<file path="src/rtl/uart_pkg.sv">
// Shared UART types and defaults, used by both the transmitter and the receiver.
package uart_pkg;

  typedef enum logic [2:0] {
    IDLE   = 3'd0,
    START  = 3'd1,
    DATA   = 3'd2,
    PARITY = 3'd3,
    STOP   = 3'd4
  } uart_state_e;

  localparam int DEFAULT_CLKS_PER_BIT = 434;
  localparam int DEFAULT_DATA_BITS    = 8;

endpackage

</file>
<file path="src/rtl/uart_tx_framer_if.sv">
// Byte-stream valid/ready handshake between a byte source and the UART transmitter.
interface uart_tx_framer_if;
  logic [7:0] s_data;
  logic       s_valid;
  logic       s_ready;

  modport master (output s_data, output s_valid, input s_ready);
  modport slave  (input s_data, input s_valid, output s_ready);
endinterface

</file>
<file path="src/rtl/uart_baud_tick.sv">
// Bit-period counter: tick marks the last clk of each bit; clr restarts the period.
module uart_baud_tick #(
  parameter int CLKS_PER_BIT = 434
) (
  input  logic clk,
  input  logic rst_n,
  input  logic clr,
  output logic tick
);

  localparam int CW = (CLKS_PER_BIT > 1) ? $clog2(CLKS_PER_BIT) : 1;
  localparam logic [CW-1:0] LAST = CW'(CLKS_PER_BIT - 1);

  logic [CW-1:0] cnt_q, cnt_d;

  // Saturates at LAST rather than wrapping; only clr brings it back to zero.
  always_comb begin
    cnt_d = cnt_q;
    if (clr) begin
      cnt_d = '0;
    end else if (cnt_q != LAST) begin
      cnt_d = cnt_q + CW'(1);
    end
  end

  always_ff @(posedge clk or negedge rst_n) begin
    if (!rst_n) begin
      cnt_q <= '0;
    end else begin
      cnt_q <= cnt_d;
    end
  end

  assign tick = (cnt_q == LAST);

endmodule

</file>
<file path="src/rtl/uart_tx_framer.sv">
// UART transmitter: one byte per handshake, LSB first, 1 or 2 stop bits.
// Define UART_PARITY_EN to insert a parity bit (sense set by PARITY_ODD) after the data bits.
module uart_tx_framer
  import uart_pkg::*;
#(
  parameter int CLKS_PER_BIT = DEFAULT_CLKS_PER_BIT,
  parameter int DATA_BITS    = DEFAULT_DATA_BITS,
  parameter int STOP_BITS    = 1,
  parameter int PARITY_ODD   = 0
) (
  input  logic             clk,
  input  logic             rst_n,
  uart_tx_framer_if.slave  s_if,
  output logic             tx,
  output logic             busy,
  output logic             done
);

  if (CLKS_PER_BIT < 2 || DATA_BITS < 5 || DATA_BITS > 8 ||
      (STOP_BITS != 1 && STOP_BITS != 2) || PARITY_ODD < 0 || PARITY_ODD > 1) begin : g_bad_params
    $error("uart_tx_framer: illegal parameter value");
  end

  localparam int BW = $clog2(DATA_BITS + 1);
  localparam logic [BW-1:0] LAST_DATA = BW'(DATA_BITS - 1);
  localparam logic [BW-1:0] LAST_STOP = BW'(STOP_BITS - 1);

  uart_state_e          state_q, state_d;
  logic [DATA_BITS-1:0] shift_q, shift_d;
  logic [BW-1:0]        bit_cnt_q, bit_cnt_d;
  logic                 tx_q, tx_d;
  logic                 ready_en_q;
  logic                 tick;
  logic                 baud_clr;
  logic                 handshake;
`ifdef UART_PARITY_EN
  logic                 parity_q, parity_d;
`endif

  // ready_en_q keeps s_ready low until the first clk edge after reset release.
  assign s_if.s_ready = ready_en_q && (state_q == IDLE);
  assign handshake    = s_if.s_valid && s_if.s_ready;
  assign baud_clr     = (state_q == IDLE) || tick;

  uart_baud_tick #(.CLKS_PER_BIT(CLKS_PER_BIT)) u_baud (
    .clk   (clk),
    .rst_n (rst_n),
    .clr   (baud_clr),
    .tick  (tick)
  );

  always_comb begin
    state_d   = state_q;
    shift_d   = shift_q;
    bit_cnt_d = bit_cnt_q;
    done      = 1'b0;
`ifdef UART_PARITY_EN
    parity_d  = parity_q;
`endif
    case (state_q)
      IDLE: begin
        if (handshake) begin
          shift_d   = s_if.s_data[DATA_BITS-1:0];
          bit_cnt_d = '0;
          state_d   = START;
`ifdef UART_PARITY_EN
          parity_d  = (^s_if.s_data[DATA_BITS-1:0]) ^ 1'(PARITY_ODD);
`endif
        end
      end
      START: begin
        if (tick) state_d = DATA;
      end
      DATA: begin
        if (tick) begin
          shift_d = shift_q >> 1;
          if (bit_cnt_q == LAST_DATA) begin
            bit_cnt_d = '0;
`ifdef UART_PARITY_EN
            state_d   = PARITY;
`else
            state_d   = STOP;
`endif
          end else begin
            bit_cnt_d = bit_cnt_q + BW'(1);
          end
        end
      end
`ifdef UART_PARITY_EN
      PARITY: begin
        if (tick) state_d = STOP;
      end
`endif
      STOP: begin
        if (tick) begin
          if (bit_cnt_q == LAST_STOP) begin
            done      = 1'b1;
            bit_cnt_d = '0;
            state_d   = IDLE;
          end else begin
            bit_cnt_d = bit_cnt_q + BW'(1);
          end
        end
      end
      default: state_d = IDLE;
    endcase

    // tx is registered, so it is derived from where the FSM is going next.
    tx_d = 1'b1;
    case (state_d)
      START:  tx_d = 1'b0;
      DATA:   tx_d = shift_d[0];
`ifdef UART_PARITY_EN
      PARITY: tx_d = parity_d;
`endif
      default: tx_d = 1'b1;
    endcase
  end

  always_ff @(posedge clk or negedge rst_n) begin
    if (!rst_n) begin
      state_q    <= IDLE;
      shift_q    <= '0;
      bit_cnt_q  <= '0;
      tx_q       <= 1'b1;
      ready_en_q <= 1'b0;
`ifdef UART_PARITY_EN
      parity_q   <= 1'b0;
`endif
    end else begin
      state_q    <= state_d;
      shift_q    <= shift_d;
      bit_cnt_q  <= bit_cnt_d;
      tx_q       <= tx_d;
      ready_en_q <= 1'b1;
`ifdef UART_PARITY_EN
      parity_q   <= parity_d;
`endif
    end
  end

  assign tx   = tx_q;
  assign busy = (state_q != IDLE);

endmodule

</file>
<file path="src/flat_wrapper.sv">
// flat-port wrapper written by rule: the top's interface ports become plain ports
module uart_tx_framer_flat import uart_pkg::*;
#(
  parameter int CLKS_PER_BIT = DEFAULT_CLKS_PER_BIT,
  parameter int DATA_BITS    = DEFAULT_DATA_BITS,
  parameter int STOP_BITS    = 1,
  parameter int PARITY_ODD   = 0
)
  (clk, rst_n, tx, busy, done, s_if_s_data, s_if_s_valid, s_if_s_ready);
  uart_tx_framer_if s_if_i ();
  input  logic clk;
  input  logic rst_n;
  output logic tx;
  output logic busy;
  output logic done;
  input wire logic [$bits(s_if_i.s_data)-1:0] s_if_s_data;
  input wire logic [$bits(s_if_i.s_valid)-1:0] s_if_s_valid;
  output wire logic [$bits(s_if_i.s_ready)-1:0] s_if_s_ready;
  assign s_if_i.s_data = s_if_s_data;
  assign s_if_i.s_valid = s_if_s_valid;
  assign s_if_s_ready = s_if_i.s_ready;
  uart_tx_framer #(.CLKS_PER_BIT(CLKS_PER_BIT), .DATA_BITS(DATA_BITS), .STOP_BITS(STOP_BITS), .PARITY_ODD(PARITY_ODD)) u_core (.clk(clk), .rst_n(rst_n), .s_if(s_if_i), .tx(tx), .busy(busy), .done(done));
endmodule
</file>
<file path="config.mk">
export PLATFORM = sky130hd
export DESIGN_NAME = uart_tx_framer_flat
export DESIGN_NICKNAME = d
export VERILOG_FILES = /design/src/rtl/uart_pkg.sv /design/src/rtl/uart_tx_framer_if.sv /design/src/rtl/uart_baud_tick.sv /design/src/rtl/uart_tx_framer.sv /design/src/flat_wrapper.sv
export SDC_FILE = /design/constraint.sdc
export NUM_CORES = 1
export LEC_CHECK = 0
export BUFFER_PORTS_ARGS = -buffer_cell sky130_fd_sc_hd__buf_2
export CORE_ASPECT_RATIO = 1.5
export CORE_MARGIN = 4
export CORE_UTILIZATION = 50
export DETAILED_ROUTE_END_ITERATION = 16
export PLACE_DENSITY_LB_ADDON = 0.3
export REMOVE_ABC_BUFFERS = 1
export SLEW_MARGIN = 20
export SYNTH_ARGS = -nofsm -noshare
export SYNTH_HDL_FRONTEND = slang
export SYNTH_HIERARCHICAL = 1
export SYNTH_SLANG_ARGS = --single-unit
</file>
<file path="constraint.sdc">
create_clock -name clk -period 3.3 [get_ports clk]
set_clock_uncertainty 0.2 [all_clocks]
set_input_delay 0.495 -clock clk [delete_from_list [all_inputs] [get_ports clk]]
set_output_delay 0.495 -clock clk [all_outputs]
set_load 0.05 [all_outputs]
</file>
; ---- Word level (Yosys, flattened, before mapping)
; Index checks and enable logic that the tools add are counted.
[word_totals]
wordCells = 53
out_inout_bits = 4
ff_bits = 26
in_bits = 11
[classes]
reduce_logical = 11
add_sub_neg = 2
mux = 22
eq_ne = 11
[ops]
columns = cell, n
row1 = two-way mux 4 bit, 5
row2 = two-way mux 3 bit, 6
row3 = two-way mux 9 bit, 2
row4 = two-way mux 8 bit, 2
row5 = case mux 8 bit (2 select lines), 1
row6 = case mux 3 bit (4 select lines), 1
row7 = case mux 4 bit (3 select lines), 1
row8 = "adder 9 x 1 -> 9 bit, second input constant", 1
row9 = "equality test 9 bit, second input constant", 1
row10 = "inequality test 9 bit, second input constant", 1
row11 = "equality test 3 x 1 -> 1 bit, second input constant", 2
row12 = "equality test 3 x 2 -> 1 bit, second input constant", 2
row13 = "inequality test 2 x 1 -> 1 bit, second input constant", 3
row14 = nonzero test 3 bit, 2
row15 = "adder 4 x 1 -> 4 bit, second input constant", 1
row16 = "equality test 4 x 3 -> 1 bit, second input constant", 1
row17 = logical NOT 4 bit, 1
row18 = AND reduction 4 bit, 1
row19 = nonzero test 2 bit, 2
row20 = "equality test 3 bit, second input constant", 1
row21 = logical NOT 3 bit, 1
row22 = two-way mux 1 bit, 3
row23 = AND reduction 3 bit, 1
row24 = logical AND 1 bit, 2
row25 = 2 further kinds, 2

; ---- Logic depth before layout (Yosys ltp)
[logic_depth]
word_depth = 7
mapped_depth = 10
mapped_depth_nobuf = 8

; ---- By module
; The synthesis kept the hierarchy.
[modules_own_cells]
columns = mod, cells_each, area_each_um2, instances, seq_area_each_um2
row1 = uart_tx_framer, 99, 955.9, 1, 426.7
row2 = uart_baud_tick, 49, 483.0, 1, 225.2

; ---- Worst setup path before layout
; OpenSTA, ideal clock, no wires.
[synth_path]
path_kind = register -> output
startpoint = register u_core.u_baud.cnt_q[1]
endpoint = output done
required_ps = 2605
arrival_time_ps = 2004
path_slack_ps = 601
path_stages_with_launch = 8
cell_sequence = dfrtp_1 inv_1 ha_1 nand4b_2 nor4_4 buf_8 nand3_1 nor2b_1
[synth_via]
elab_chain_cells = 3
[synth_rtl]
columns = item, line_no
row1 = from (decl), uart_baud_tick.sv:14  ; logic [CW-1:0] cnt_q, cnt_d;
row2 = from (signal assigned), uart_baud_tick.sv:30  ; cnt_q <= cnt_d;
row3 = equality test 9 bit, uart_baud_tick.sv:34  ; assign tick = (cnt_q == LAST);
row4 = net u_core.tick, uart_tx_framer.sv:33  ; logic tick;
row5 = two-way mux 1 bit, uart_tx_framer.sv:95  ; if (tick) begin
row6 = two-way mux 1 bit, uart_tx_framer.sv:60  ; case (state_q)
row7 = to (decl), flat_wrapper.sv:15  ; output logic done;
; The timed path passes the listed nets, and every way through them passes these cells.

; ---- Worst setup path after layout
; Same ends and word-level chain as after synthesis.

==> results.yml <==
run_status:
  outcome: "completed"
clock_tree:
  holdBufCountCts: 0
  cts.path.max_buffers: 2
  clk_transition_reported_paths_ns: 0.08
  cts_htree_levels: 1
  cts_setup_buffers: 0
  tritoncts.num_buffers: 3
  cts.repair.resized: 0
  tritoncts_clock_tree: "done"
  skew_pair_late_insertion_delay_ns: 0.26
  cts_sinks: 26
  cts_root_buffer: "sky130_fd_sc_hd__clkbuf_8"
power:
  power.share.switching: 0.322
  power_leakage_nw: 0.694
  seq_power_share: 0.556
  power_frac_clock: 0.215
  power_per_cell_area_mw_per_mm2: 538
  ir_drop_uv: 304
  combinational_share_of_power: 0.230
  power_switching_w: 0.000269
  p_int_w: 0.000565
detailed_routing:
  drt_pre_antenna_iters: 4
  detailed_route_wire_length_um: 2630
  vias: 1080
  drt_iter0_drc: 31
  drt-wirelength-per-cell_um: 13.4
  post_drt_via_cell_ratio: 5.51
  drcViolationCount: 0
  detail-route-antenna-nets: 0
grt:
  number_of_antenna_violations_at_the_first_check_in_global_routing: 0
  grt_first_pass_wirelength_um: 4610
  global_route.overflow_total: 0
  grt.total_usage: 0.158
  grt_max_degree: 27
  grt_pass1_vias: 1101
place:
  finalWeightedCongestion: 0.763
  detailedPlacementHpwl_um: 1960
  port_buffers: 14
  placement.cell_area_mm2: 0.00150
cells_and_area:
  area_delta_synth_final_pct: 7.65
  layout.cell_area.non_filler_mm2: 0.00155
  regArea_um2: 652
  nNetsFinal: 175
  multi_input_logic_area_um2: 679
  num_antenna_cells: 0
  nFillCells: 246
  final_layout_size_suffix_gt1_frac: 0.201
job:
  max_cap_violations: 0
sta:
  period_share: 0.902
  timing.fmax_mhz: 336
  final_period_minus_worst_setup_slack_ns: 2.98
  rsz0062_at_grt: "false"
  max_slew_margin: 0.544
  final_setup_violation_count: 0
  drv_slew: 0
  tns_ns: 0
  worst_pin_slew_ns: 0.680
  finalHoldViolations: 0
worst_setup_path:
  critical_path_peak_fanout: 13
  critical_path.max_stage_delay_ns: 0.61
  worstRegToRegCells: 8
  cp.arrival_ns: 2.28
  worstPathCellList: "inv_1 -> ha_1 -> nand4b_2 -> nor4_4 -> nand3_1 -> nor2b_1 -> buf_2"
  crit_type: "reg -> out"
  cp-start-kind: "register"
  cp.required_ns: 2.60
  setup.worst_path.end_class: "primary output"
  crit_path_top_delay_cell: "sky130_fd_sc_hd__nor4_4"
synth:
  postSynthRegisterBits: 26
  yosys.cell_count.top_type: "sky130_fd_sc_hd__dfrtp_1"
  post_synth_num_cell_types: 45
  synth-main-ff-cell: "sky130_fd_sc_hd__dfrtp_1"
  post_synth_instance_area_mm2: 0.00144
  post_synth.cell_area_avg_um2: 9.72
  post_synth_main_area_contributors: "sky130_fd_sc_hd__dfrtp_1, sky130_fd_sc_hd__inv_1, sky130_fd_sc_hd__o21ai_0"
  yosys_warnings: 6
  netlist.area_leader.share: 0.435
  synth_sequential_area_ratio: 0.453
  synth_async_sr_flop_share: 1.00
  synth_top_cells_by_count: "sky130_fd_sc_hd__dfrtp_1, sky130_fd_sc_hd__inv_1, sky130_fd_sc_hd__nor2_1"
  synth_top_cell_by_area: "sky130_fd_sc_hd__dfrtp_1"
  postSynthCellCount: 148
  synth-edff-count: 0
floorplan:
  die_area_mm2: 0.00382
  die_w_um: 51.8
  die_h_um: 73.7
  core_area_mm2: 0.00271
  initial_core_util: 0.532
  row_count: 23
  i_o_pin_total: 15
worst_hold_path:
  worst_hold_path_type: "in -> async"
cell families after synthesis:
| kind of cell | synth area share |
|---|---|
| xor+xnor | 0.0122 |
| buf+inv | 0.0748 |
| other cells | 0.00261 |
| mux | 0.0235 |
| fa+ha+maj | 0.0348 |
| compound gates | 0.159 |
| flops | 0.453 |
| simple gates | 0.240 |
final cells by class:
type | count | share of cell area
multi-input combinational | 100 | 0.439
clock buffer | 4 | 0.0291
tap | 37 | 0.0299
timing repair buffer | 14 | 0.0452
inverter | 15 | 0.0363
sequential | 26 | 0.421
power by group through the flow:
stage | Combinational [W] | Clock, W | Sequential (W)
after CTS | 0.000193 | 0.000187 | 0.000463
after global routing | 0.000218 | 0.000198 | 0.000475
final | 0.000191 | 0.000179 | 0.000463
after detailed placement | 0.000193 | 0 | 0.000469
after global placement | 0.000183 | 0 | 0.000464
after floorplan | 0.000142 | 0 | 0.000460
sequential cells by signal (all words and copies together), names as in the netlist:
signal               cells
u_core/u_baud/cnt_q      9
u_core/shift_q           8
u_core/bit_cnt_q         4
u_core/state_q           3
u_core/ready_en_q        1
u_core/tx                1
layer usage:
layer | up-vias | wire length, um | global-route usage | share of wire
met5 | - | 0 | 0 | 0
met4 | 0 | 36 | 0.0641 | 0.014
met3 | 4 | 112 | 0.0264 | 0.043
met2 | 23 | 1420 | 0.292 | 0.54
met1 | 513 | 1060 | 0.174 | 0.40
li1 | 540 | - | - | -
placed cells by master, fill, tap and decap left out, types with 6 or more instances in the layout:
cell | netlist | final
sky130_fd_sc_hd__nand2_1 | 7 | 7
sky130_fd_sc_hd__nand3_1 | 6 | 6
sky130_fd_sc_hd__a22oi_1 | 7 | 7
sky130_fd_sc_hd__dfrtp_1 | 25 | 25
sky130_fd_sc_hd__buf_2 | 2 | 14
sky130_fd_sc_hd__inv_1 | 15 | 15
sky130_fd_sc_hd__o21ai_0 | 11 | 11
sky130_fd_sc_hd__nor2_1 | 12 | 12
sky130_fd_sc_hd__a21oi_1 | 8 | 8
worst paths after layout:
path                                                     from                                  to  slack (ns)
min in group clk                               s_if_s_data[7]       u_core/shift_q[7]$_DFFE_PN0P_        0.23
setup / recovery           u_core/u_baud/cnt_q[1]$_DFFE_PN0P_                                done        0.32
hold / removal                                          rst_n  u_core/u_baud/cnt_q[7]$_DFFE_PN0P_        0.02
setup reg to reg           u_core/u_baud/cnt_q[1]$_DFFE_PN0P_     u_core/bit_cnt_q[2]$_DFFE_PN0P_        0.50
max in group asynchronous                               rst_n         u_core/state_q[1]$_DFF_PN0_        2.50
hold reg to reg                 u_core/shift_q[3]$_DFFE_PN0P_       u_core/shift_q[2]$_DFFE_PN0P_        0.32
per-stage QoR:
stage	hold slack [ns]	cells	util	setup WS [ns]	power, W
2_1_floorplan	-0.000591	141	-	0.519	0.000603
5_1_grt	0.0597	196	0.573	0.114	0.000891
3_3_place_gp	0.284	192	0.556	0.649	0.000647
4_1_cts	0.0374	196	0.573	0.311	0.000844
3_5_place_dp	0.301	192	0.556	0.520	0.000661
6_report	0.0186	196	0.573	0.324	0.000833
worst max-delay path, delay by kind of cell, from the launching register on:
family	cells	cell delay, ns
DFF	1	0.42
and+or+nand+nor	4	1.08
buffers and inverters	2	0.36
adders and majority gates	1	0.16
Power figures use the tool's default switching activity.
